--- src/rtl/lx32_lsu_pkg.sv ---
// lx32_lsu_pkg: shared types for the LX32 load/store unit.
//   size_e  - request access size encoding (2'b11 is illegal, no enumerator)
//   state_e - LSU sequencing FSM states
package lx32_lsu_pkg;

   typedef enum logic [1:0] {
      SZ_B = 2'b00,
      SZ_H = 2'b01,
      SZ_W = 2'b10
   } size_e;

   typedef enum logic [2:0] {
      IDLE,
      LOAD,
      MERGE,
      STORE,
      RESP
   } state_e;

endpackage

--- src/rtl/lx32_lsu_align.sv ---
// lx32_lsu_align: combinational lane handling for the LSU.
//   lane        in  byte lane within the word (addr[1:0])
//   size        in  access size (size_e encoding)
//   is_unsigned in  1 = zero-extend loads, 0 = sign-extend
//   rdata       in  full memory word
//   wdata       in  right-aligned store data
//   ld_data     out extracted and extended load value
//   st_data     out rdata with the addressed lanes replaced by wdata
module lx32_lsu_align
   import lx32_lsu_pkg::*;
(
   input  logic [1:0]  lane,
   input  logic [1:0]  size,
   input  logic        is_unsigned,
   input  logic [31:0] rdata,
   input  logic [31:0] wdata,
   output logic [31:0] ld_data,
   output logic [31:0] st_data
);

   logic [7:0]  sel_b;
   logic [15:0] sel_h;

   always_comb begin
      case (lane)
         2'd0:    sel_b = rdata[7:0];
         2'd1:    sel_b = rdata[15:8];
         2'd2:    sel_b = rdata[23:16];
         default: sel_b = rdata[31:24];
      endcase
      // halves are only legal at lane 0 or 2
      sel_h = lane[1] ? rdata[31:16] : rdata[15:0];

      case (size)
         SZ_B:    ld_data = {{24{~is_unsigned & sel_b[7]}}, sel_b};
         SZ_H:    ld_data = {{16{~is_unsigned & sel_h[15]}}, sel_h};
         default: ld_data = rdata;
      endcase

      st_data = rdata;
      case (size)
         SZ_B: begin
            case (lane)
               2'd0:    st_data[7:0]   = wdata[7:0];
               2'd1:    st_data[15:8]  = wdata[7:0];
               2'd2:    st_data[23:16] = wdata[7:0];
               default: st_data[31:24] = wdata[7:0];
            endcase
         end
         SZ_H: begin
            if (lane[1]) st_data[31:16] = wdata[15:0];
            else         st_data[15:0]  = wdata[15:0];
         end
         default: st_data = wdata;
      endcase
   end

endmodule

--- src/rtl/lx32_lsu.sv ---
// lx32_lsu: single-outstanding load/store unit in front of a word memory.
//   clk, rst_n         clock, synchronous active-low reset
//   req_valid/ready    request handshake (ready only in IDLE)
//   req_we/size/unsigned/addr/wdata  request fields
//   rsp_valid/rdata/err              one-cycle completion
//   d_addr/d_wdata/d_we/d_rdata      word memory port (combinational read)
// Sub-word stores are read-modify-write: MERGE reads the word, STORE writes it.
module lx32_lsu
   import lx32_lsu_pkg::*;
#(
   parameter int MEM_WORDS = 1024
)(
   input  logic        clk,
   input  logic        rst_n,
   input  logic        req_valid,
   output logic        req_ready,
   input  logic        req_we,
   input  logic [1:0]  req_size,
   input  logic        req_unsigned,
   input  logic [31:0] req_addr,
   input  logic [31:0] req_wdata,
   output logic        rsp_valid,
   output logic [31:0] rsp_rdata,
   output logic        rsp_err,
   output logic [31:0] d_addr,
   output logic [31:0] d_wdata,
   output logic        d_we,
   input  logic [31:0] d_rdata
);

   localparam logic [31:0] ADDR_LIMIT = 32'(MEM_WORDS) << 2;

   state_e      state;
   logic [31:0] addr_q;
   logic [31:0] wdata_q;   // store data, replaced by the merged word in MERGE
   logic [1:0]  size_q;
   logic        we_q;
   logic        uns_q;
   logic        req_err;
   logic [31:0] ld_data;
   logic [31:0] st_data;

   assign req_ready = (state == IDLE) && rst_n;
   assign d_addr    = {addr_q[31:2], 2'b00};
   assign d_wdata   = wdata_q;

   always_comb begin
      req_err = 1'b0;
      if (req_size == 2'b11)                          req_err = 1'b1;
      if (req_size == SZ_H && req_addr[0])            req_err = 1'b1;
      if (req_size == SZ_W && req_addr[1:0] != 2'b00) req_err = 1'b1;
      if (req_addr >= ADDR_LIMIT)                     req_err = 1'b1;
   end

   lx32_lsu_align u_align (
      .lane        (addr_q[1:0]),
      .size        (size_q),
      .is_unsigned (uns_q),
      .rdata       (d_rdata),
      .wdata       (wdata_q),
      .ld_data     (ld_data),
      .st_data     (st_data)
   );

   always_ff @(posedge clk) begin
      if (!rst_n) begin
         state     <= IDLE;
         addr_q    <= '0;
         wdata_q   <= '0;
         size_q    <= '0;
         we_q      <= 1'b0;
         uns_q     <= 1'b0;
         rsp_valid <= 1'b0;
         rsp_err   <= 1'b0;
         rsp_rdata <= '0;
         d_we      <= 1'b0;
      end else begin
         case (state)
            IDLE: begin
               if (req_valid) begin
                  addr_q  <= req_addr;
                  wdata_q <= req_wdata;
                  size_q  <= req_size;
                  we_q    <= req_we;
                  uns_q   <= req_unsigned;
                  if (req_err) begin
                     rsp_valid <= 1'b1;
                     rsp_err   <= 1'b1;
                     rsp_rdata <= '0;
                     state     <= RESP;
                  end else if (!req_we) begin
                     state <= LOAD;
                  end else if (req_size == SZ_W) begin
                     d_we  <= 1'b1;
                     state <= STORE;
                  end else begin
                     state <= MERGE;
                  end
               end
            end
            LOAD: begin
               rsp_valid <= 1'b1;
               rsp_rdata <= we_q ? '0 : ld_data;
               state     <= RESP;
            end
            MERGE: begin
               wdata_q <= st_data;
               d_we    <= 1'b1;
               state   <= STORE;
            end
            STORE: begin
               d_we      <= 1'b0;
               rsp_valid <= 1'b1;
               rsp_rdata <= '0;
               state     <= RESP;
            end
            RESP: begin
               rsp_valid <= 1'b0;
               rsp_err   <= 1'b0;
               rsp_rdata <= '0;
               state     <= IDLE;
            end
            default: begin
               d_we      <= 1'b0;
               rsp_valid <= 1'b0;
               state     <= IDLE;
            end
         endcase
      end
   end

endmodule
--- config.mk ---
export PLATFORM = sky130hd
export DESIGN_NAME = lx32_lsu
export DESIGN_NICKNAME = d
export VERILOG_FILES = /design/src/rtl/lx32_lsu_pkg.sv /design/src/rtl/lx32_lsu_align.sv /design/src/rtl/lx32_lsu.sv
export SDC_FILE = /design/constraint.sdc
export NUM_CORES = 1
export LEC_CHECK = 0
export CELL_PAD_IN_SITES_DETAIL_PLACEMENT = 0
export CELL_PAD_IN_SITES_GLOBAL_PLACEMENT = 1
export CORE_MARGIN = 2
export CORE_UTILIZATION = 32
export DETAILED_ROUTE_END_ITERATION = 6
export MAX_ROUTING_LAYER = met4
export PLACE_DENSITY = 0.87
export SKIP_LAST_GASP = 1
export SLEW_MARGIN = 20
export SYNTH_ARGS = -nofsm -noshare
export SYNTH_HDL_FRONTEND = slang
export SYNTH_SLANG_ARGS = --single-unit
--- constraint.sdc ---
create_clock -name clk -period 2.8 [get_ports clk]
set_clock_uncertainty 0.1 [all_clocks]
set_input_delay 0.42 -clock clk [delete_from_list [all_inputs] [get_ports clk]]
set_output_delay 0.42 -clock clk [all_outputs]
set_load 0.01 [all_outputs]
# Yosys cells after proc, flatten, opt, wreduce, memory -nomap -nowiden
# Cells that the tools add are included.
[word_totals] inputBits=103 register_bits=106 word_cells=92 out_inout_bits=100
[op_classes] n_mux=34 reduce_logical=22 bitwise_logic=5 magnitude_cmp=1 eq_ne=18
[op_table] operator="$pmux W32 S2" count=3
[op_table] operator="$mux W32" count=4
[op_table] operator="$pmux W32 S3" count=1
[op_table] operator="$mux W16" count=3
[op_table] operator="$ge A32 B13 Y1 const B" count=1
[op_table] operator="$mux W8" count=4
[op_table] operator="$pmux W8 S3" count=1
[op_table] operator="$reduce_and A3 Y1" count=4
[op_table] operator="$mux W1" count=11
[op_table] operator="$reduce_and A5 Y1" count=2
[op_table] operator="$pmux W3 S3" count=1
[op_table] operator="$ne A2 B2 Y1 const B" count=4
[op_table] operator="$eq A2 B1 Y1 const B" count=3
[op_table] operator="$eq A2 B2 Y1 const B" count=3
[op_table] operator="$eq A3 B2 Y1 const B" count=2
[op_table] operator="$mux W3" count=2
[op_table] operator="$ne A3 B3 Y1 const B" count=2
[op_table] operator="$pmux W1 S3" count=2
[op_table] operator="$reduce_bool A2 Y1" count=3
[op_table] operator="$reduce_or A2 Y1" count=3
[op_table] operator="$logic_not A2 Y1" count=2
[op_table] operator="$reduce_and A4 Y1" count=1
[op_table] operator="$eq A3 B1 Y1 const B" count=1
[op_table] operator="$eq A3 B3 Y1 const B" count=1
[op_table] operator="other kinds (11)" count=16

# Longest topological paths before layout
[depth] ltp_word=8 mapped_depth=8 ltp_nobuf=5

# By module
# Synthesis repeated with hierarchy kept, for this count alone.
[unflattened] cells_unflattened=805 area_unflattened_um2=6334.8
[by_module_without_submodules] mod="lx32_lsu" area_each_um2=4406.7 cells_per_inst=554 instances=1
[by_module_without_submodules] mod="lx32_lsu_align" area_each_um2=1928.1 cells_per_inst=251 instances=1

# Worst setup path before layout
# No wires, ideal clock.
[synth_path] path_type="in2reg" startpoint="input req_valid" endpoint="register wdata_q[10], in the netlist d_wdata[10]" t_arrival_ns=1.850 t_required_ns=2.583 stages=8 setup_time_ns=0.117 path_buffers=3 path_slack_ns=0.734 cell_sequence="clkbuf_2 -> or4b_1 -> buf_2 -> o21ai_4 -> o31ai_1 -> and2_1 -> buf_2 -> a22o_1"
[synth_between] elab_chain_cells=2
[synth_lines] element="start, declared" line_no="lx32_lsu.sv:15" text="input logic req_valid,"
[synth_lines] element="$ne A2 B2 Y1 (no source line)"
[synth_lines] element="$reduce_and A4 Y1 (no source line)"
[synth_lines] element="end signal, assigned" line_no="lx32_lsu.sv:82" text="wdata_q <= req_wdata;"
[synth_lines] element="end signal, assigned" line_no="lx32_lsu.sv:107" text="wdata_q <= st_data;"
[synth_lines] element="end, declared" line_no="lx32_lsu.sv:35" text="logic [31:0] wdata_q;"
# Every way passes these cells.
# A chain may end at the register's enable or synchronous reset.

# Final worst setup path
[layout_path] startpoint="input rst_n" endpoint="output req_ready"
[layout_between] elab_chain_cells=1
[layout_lines] element="start, declared" line_no="lx32_lsu.sv:14" text="input logic rst_n,"
[layout_lines] element="$logic_and A1 B1 Y1" line_no="lx32_lsu.sv:43" text="assign req_ready = (state == IDLE) && rst_n;"
[layout_lines] element="end, declared" line_no="lx32_lsu.sv:16" text="output logic req_ready,"
# Every way passes these cells.

==> results.yml <==
run_status:
  status: "completed"
sta:
  rsz0062_at_grt: "no"
  hold_slack_ns: 0.3529
  hold_violations: 0
  fin_crit_sh_pct: 88.51
  fin_setup_tns_ns: 0
  tightestPinTransition_ns: 0.7552
  report.final.slew_viol_count: 0
  fmax_mhz: 403.5
  fin_crit_ns: 2.478
  setup_viol: 0
  relSlewSlack_pct: 49.60
yosys:
  ys_seq_area_share_pct: 40.53
  yosys-top-cells-area: "dfxtp_1, nand2_1, a21oi_1"
  syn_inst: 621
  ys_ff_latch: 106
  synthFlopType: "dfxtp_1"
  yosysWarningCount: 0
  synthArstFlopShare_pct: 0
  avgSynthCellArea_um2: 8.432
  synth_edf_count: 0
  synth_top_area_share_pct: 40.53
  synth_area_leader_cell: "dfxtp_1"
  syn-cell-area_um2: 5236
  synth_cell_types: 54
finish:
  final_common_cell: "clkdlybuf4s50_1"
  nNetsFinal: 882
  fin_util_pct: 47.28
  syn_to_final_growth_pct: 43.97
  insertedDiodeCount: 0
  drive_above_1_share_pct: 7.653
  mostFrequentLayoutCells: "clkdlybuf4s50_1, nand2_1, dfxtp_1, a21oi_1, a22o_1"
routing:
  vias: 5065
  post_drt_wl_per_cell_um: 17.49
  antenna_left: 0
  post_drt_via_cell_ratio: 5.065
  drc: 0
  drt-total-wl_mm: 17.49
  first_pass_iters: 5
  drt_iter0_markers: 360
pwr:
  vdd_drop_max_mv: 0.3035
  p_leak_nw: 2.850
  powerDensity_nw_per_um2: 472.4
  finalPower_mw: 3.561
die:
  io_pins: 203
  core-area_um2: 15940
  fp.dieW_um: 131.9
  rows: 46
  initial_utilization_pct: 32.84
  dieArea_um2: 17400
  die_y_um: 131.9
setup_path:
  worstReg2RegEnd: "d_wdata[24]"
  path_cells: "clkdlybuf4s50_1, nand2b_1, nor3_1, clkdlybuf4s50_1"
  path_buf_inv: 2
  cp-end-kind: "output pin"
  r2r_setup_slack_ns: 0.46
  slowest_stage: "clkdlybuf4s50_1"
  crit_arrival_ns: 1.96
  slowest_delay_ns: 0.60
  worst-path-max-fanout: 4
  regToRegStartpoint: "size_q[0]"
  cp.required_ns: 2.28
  critPathTopFamily: "buffers and inverters"
  critPathKind: "in -> out"
  worst-r2r-cell-count: 5
  startpoint: "rst_n"
  start_kind: "input pin"
  critPathMostFrequentCell: "clkdlybuf4s50_1"
min_path:
  min_to: "addr_q[7]"
  holdPathStages: 2
  min_from: "addr_q[7]"
  hp-class: "reg -> reg"
global_route:
  grt_pass1_vias: 4760
  grt_remaining_overflow: 0
  grt_pass1_wl_mm: 27.24
  grt_max_degree: 48
  grt_usage_pct: 20.59
  antenna_found_initial: 0
clock_tree:
  cts_tree: "built"
  cts_root_buffer: "clkbuf_16"
  clk_latency_ns: 0.36
  clk_path_buf_depth: 2
  cts_resized: 0
  clock_sink_count: 106
  numCtsBuffers: 9
  cts_hold_buf: 0
  cts_setup_buffers: 0
  cts.clk_slew.worst_paths_ns: 0.07
  htreeDepth: 3
place:
  gp_congestion: 0.8544
  hpwl_mm: 13.13
  numPortBuffers: 200
flow_run:
  cap_violations: 0
## flip-flops by register name, indices dropped and copies added, names as in the netlist
name and cells:
d_wdata 32, d_we 1, rsp_err 1, uns_q 1
size_q 2, state 3, rsp_rdata 32, addr_q 32
rsp_valid 1, we_q 1
## tightest hold or removal path: stages (launching register included)
cell	delay, ns
dfxtp_1	0.31
nand2_1	0.05
a21oi_1	0.05
## synthesized netlist by cell type (3+ instances only)
master,n
a22o_1,34
a311oi_2,8
a221o_1,13
or3_1,8
nand2b_1,19
o22ai_1,7
inv_1,6
nor4_1,5
mux2i_1,26
nor2_1,33
dfxtp_1,106
nor2b_1,3
o2bb2ai_1,7
a211oi_1,3
nand3_1,4
clkbuf_1,27
and3_1,7
buf_2,10
o21ai_0,25
buf_6,3
a21oi_1,67
nor3b_1,6
nand2_1,113
buf_4,35
nor3_1,12
## worst max path at each step
stage / end / slack (ns) / cells after the start
6_report: req_ready / 0.32 / 4
5_1_grt: req_ready / 0.24 / 4
4_1_cts: req_ready / 0.29 / 4
3_5_place_dp: rsp_rdata[8] / 0.18 / 7
3_3_place_gp: rsp_rdata[11] / 0.17 / 7
2_1_floorplan: d_wdata[10] / 0.73 / 8
## layout make-up
type | instances | area (um^2)
clock buffers | 11 | 252.7
clock inverters | 5 | 42.54
fillers | 1599 | 8404
inverters | 6 | 22.52
multi-input cells | 433 | 2641
flip-flops and latches | 106 | 2122
well taps | 216 | 270.3
repair buffers | 223 | 2187
## routing by layer
metal | global-route usage [%] | vias to the layer above | wire, um
met5 | - | - | 0
met3 | 5.383 | 31 | 1351
li1 | - | 2504 | -
met1 | 26.19 | 2336 | 7727
met4 | 7.971 | 0 | 457
met2 | 31.22 | 194 | 7948
## power by group
group	internal, mW	switching [mW]	total (mW)
sequential	1.57	0.0549	1.63
clock	0.664	0.601	1.26
combinational	0.352	0.318	0.670
total	2.59	0.973	3.56
## stage by stage
| stage | setup WS (ns) | area [um^2] | cells |
|---|---|---|---|
| final | 0.3217 | 7538 | 1000 |
| after floorplan | 0.7337 | 5240 | 622 |
| after detailed placement | 0.1835 | 7243 | 984 |
| after CTS | 0.2938 | 7538 | 1000 |
| after global placement | 0.1690 | 7241 | 984 |
| after global routing | 0.2356 | 7538 | 1000 |
## kinds of logic (layout without fill, tap and decap cells)
kind of cell	Yosys count	in the layout	share of synthesized area (%)
fa+ha+maj	1	1	0.1912
flops	106	106	40.53
other cells	1	2	0.07162
mux	26	26	4.970
simple gates	219	219	19.43
compound gates	185	185	25.66
buf+inv	83	245	9.152
No activity file was read; power rests on OpenSTA's default activity.
==> patch 1: new RTL, config.mk and constraints unchanged <==
Make the reset (`rst_n`) asynchronous in one clocked block. Comments in the files are not updated.
--- a/src/rtl/lx32_lsu.sv
+++ b/src/rtl/lx32_lsu.sv
@@ -62,7 +62,7 @@
       .st_data     (st_data)
    );
 
-   always_ff @(posedge clk) begin
+   always_ff @(posedge clk or negedge rst_n) begin
       if (!rst_n) begin
          state     <= IDLE;
          addr_q    <= '0;
Function: differs if rst_n is asserted again (counterexample within 4 cycles, from zero or initial values and one cycle with rst_n low); with rst_n held inactive, the same outputs for 4 cycles.
==> patch 1 against the unedited design <==
Area after synthesis grew 10%. Routed wire length grew 9.4%. Final area grew 7.0%. Power grew 17%. Worst setup slack gained 53 ps. Combinational power grew 75%. Sequential cell count is the same. Sequential power grew 9%. Highest routed layer unchanged.
==> patch 1: results <==
export IMPL_critPathArrivalTime_ps=2510
export IMPL_synth_mux_area_share_pct=11.6
export IMPL_pg_comb_uw=1170
export IMPL_grt_pass1_vias=5070
export IMPL_area_delta_synth_final_pct=40.0
export IMPL_status="completed"
export IMPL_dp_slack_ps=119
export IMPL_gp_congestion=0.932
export IMPL_peakVddDrop_uv=279
export IMPL_synth_compound_area_share_pct=20.8
export IMPL_crit_type="reg -> reg"
export IMPL_avgRoutedWirePerCell_um=19.4
export IMPL_reg2reg_to="rsp_rdata[31]"
export IMPL_final_cells=984
export IMPL_fmax_ghz=0.412
export IMPL_hp_class="in -> async"
export IMPL_drtIter0Drc=493
export IMPL_placed_cell_area_um2=7790
export IMPL_synth_area_leaders="dfrtp_1 (46%), mux2_2 (6.3%), mux2i_1 (5.4%)"
export IMPL_critPathTopFamily="compound AO/OA/AOI/OAI gates"
export IMPL_drive_gt1_share_pct=10.7
export IMPL_ys_seq_area_share_pct=46.0
export IMPL_p_int_uw=2880
export IMPL_dp_hpwl_um=14200
export IMPL_ys_async_sr_fraction_pct=100
export IMPL_crit_slowest_cell="a211oi_2"
export IMPL_synth_cell_types=46
export IMPL_power_leakage_uw=0.00319
export IMPL_synthTopCellsByCount="dfrtp_1 (106), nand2_1 (57), o21ai_0 (52), o22ai_1 (37), a21oi_1 (36)"
export IMPL_avgSynthCellArea_um2=9.62
export IMPL_nFillCells=1705
-- patch 1: worst register-to-register path, stage by stage (launching register included) --
cell and delay, ps:
dfrtp_1 580, mux2i_1 310, o22ai_2 110, a211oi_2 960, o22ai_1 190
-- patch 1: how the worst min path moves through the flow --
stage / from / end / slack, ps / depth (start not counted)
2_1_floorplan: rst_n / addr_q[0] / 20 / 0
3_3_place_gp: d_wdata[19] / d_wdata[19] / 360 / 2
6_report: rst_n / state[0] / 10 / 2
5_1_grt: rst_n / rsp_valid / 100 / 2
4_1_cts: rst_n / addr_q[9] / 90 / 2
3_5_place_dp: d_wdata[16] / d_wdata[16] / 370 / 2
-- patch 1: area by class of cell --
type	count	share of cell area [%]
sequential	106	32.9
clock inverter	7	0.636
timing repair buffer	220	26.9
multi-input combinational	396	32.4
tap	229	3.55
clock buffer	9	2.79
inverter	17	0.791
-- patch 1: metal layers --
layer,part of all wire (%),global-route usage (%)
met3,6.4,3.29
met2,47,31.0
met5,0,-
met1,45,27.8
met4,1.8,5.91
==> patch 2: new RTL, same flow settings <==
Without the edit above. Change the parameter `MEM_WORDS` from 1024 to 512.
--- a/src/rtl/lx32_lsu.sv
+++ b/src/rtl/lx32_lsu.sv
@@ -8,7 +8,7 @@
 module lx32_lsu
    import lx32_lsu_pkg::*;
 #(
-   parameter int MEM_WORDS = 1024
+   parameter int MEM_WORDS = 512
 )(
    input  logic        clk,
    input  logic        rst_n,
Check against the original RTL: not equivalent (a bounded check fails within 4 cycles, from zero or initial values and one cycle with rst_n low).
==> patch 2 against the unedited design <==
Power up 5.3%. Critical path depth shrank 1. First-iteration DRC count grew 51%. Routed wire length is 21% higher. Worst setup slack better by 43 ps. Combinational power up 8.7%. Sequential cell count unchanged. Area after synthesis increased by 15%. Final area up 10%. Sequential share of layout area fell by 2.6 points. Count of clock-buffer cells in the layout did not move. Highest routed layer unchanged.
==> patch 2: results <==
export IMPL_final_nonclk_buf_share_pct=26.3
export IMPL_reg2reg_to="d_wdata[28]"
export IMPL_multi_input_cells=517
export IMPL_crit_slowest_cell="dfxtp_1"
export IMPL_firstDrtPassIters=5
export IMPL_nFillCells=1825
export IMPL_hold_end="addr_q[12]"
export IMPL_layout_non_clock_inverters=22
export IMPL_min_from="addr_q[12]"
export IMPL_status="completed"
export IMPL_p_switching_uw=1010
export IMPL_synthTopCellsByCount="nand2_1 (141), dfxtp_1 (106), clkbuf_1 (47), o211ai_1 (40), buf_4 (35)"
export IMPL_avgRoutedWirePerCell_um=18.9
export IMPL_synth_area_leaders="dfxtp_1 (35%), nand2_1 (8.8%), o211ai_1 (5.0%)"
export IMPL_placed_cell_area_um2=7990
export IMPL_grtUsageTotal_pct=21.1
export IMPL_dp_hpwl_um=15400
export IMPL_ff2ff_setup_slack_ps=580
export IMPL_multi_input_area_um2=3310
export IMPL_final_nets=984
export IMPL_critPathTopFamily="flip-flops"
export IMPL_num_nonclk_buffers=225
export IMPL_power_leakage_uw=0.00301
export IMPL_grt_max_degree=37
export IMPL_syn_cell_area_um2=6040
export IMPL_io_buffers=200
export IMPL_clock_cell_area_share_pct=3.85
export IMPL_ys_seq_area_share_pct=35.1
export IMPL_routed_via_density=5.44
export IMPL_drive_gt1_share_pct=7.22
export IMPL_hp_class="reg -> reg"
export IMPL_slew_headroom_pct=52.6
export IMPL_ys_async_sr_fraction_pct=0
export IMPL_worstRegToRegCells=4
export IMPL_peakVddDrop_uv=346
export IMPL_stdcell_area_um2=8310
export IMPL_grt_pass1_wl_um=31800
export IMPL_critPathArrivalTime_ps=1920
export IMPL_synth_cell_types=59
export IMPL_critPathMaxFanout=13
export IMPL_grt_pass1_vias=5508
export IMPL_whs_ps=352
export IMPL_cpPeakStageDelay_ps=680
export IMPL_gp_congestion=0.874
export IMPL_drtIter0Drc=544
export IMPL_regToRegStartpoint="state[1]"
==> patch 2: cell count changes after synthesis, sizes merged, moves of 22 or more <==
cell	change
a21oi	-58
a21boi	+38
o211ai	+38
a22o	-34
nand4	+33
nand2	+28
a22oi	+22
==> patch 2: layer usage <==
layer  GRT usage, %  share of wire, %  vias up
li1               -                 -     2932
met2           31.7                46      256
met5              -                 0        -
met3           4.59               7.2       44
met1           28.0                43     2866
met4           7.89               3.2        0
==> patch 2: worst max path at each step <==
stage	startpoint	endpoint	slack, ps	cells past startpoint
4_1_cts	state[2]	req_ready	350	3
5_1_grt	state[2]	req_ready	270	3
3_5_place_dp	req_addr[22]	rsp_rdata[12]	230	6
3_3_place_gp	req_addr[22]	rsp_rdata[11]	260	6
6_report	state[2]	req_ready	360	3
2_1_floorplan	req_addr[22]	rsp_rdata[0]	930	5
==> patch 2: logic make-up (layout without fill, tap and decap cells) <==
group / count (synthesis) / in the layout / synth area share, %
AND/OR/NAND/NOR: 283 / 283 / 23.8
AO/OA/AOI/OAI: 208 / 208 / 26.3
buffers and inverters: 120 / 263 / 10.2
flip-flops: 106 / 106 / 35.1
multiplexers: 24 / 24 / 4.56
other: 1 / 2 / 0.0621
==> patch 2: power groups by stage <==
stage                     registers [uW]  clock network [uW]  logic, uW
after floorplan                     1650                   0        364
after global placement              1660                   0        720
after detailed placement            1660                   0        721
after CTS                           1630                1430        723
after global routing                1640                1480        776
final                               1630                1390        728
==> patch 2: stage by stage <==
| step | std cells | power (uW) | setup slack (ps) |
|---|---|---|---|
| after floorplan | 743 | 2020 | 927 |
| after global placement | 1104 | 2380 | 259 |
| after detailed placement | 1104 | 2380 | 233 |
| after CTS | 1120 | 3780 | 352 |
| after global routing | 1120 | 3900 | 269 |
| final | 1120 | 3750 | 365 |
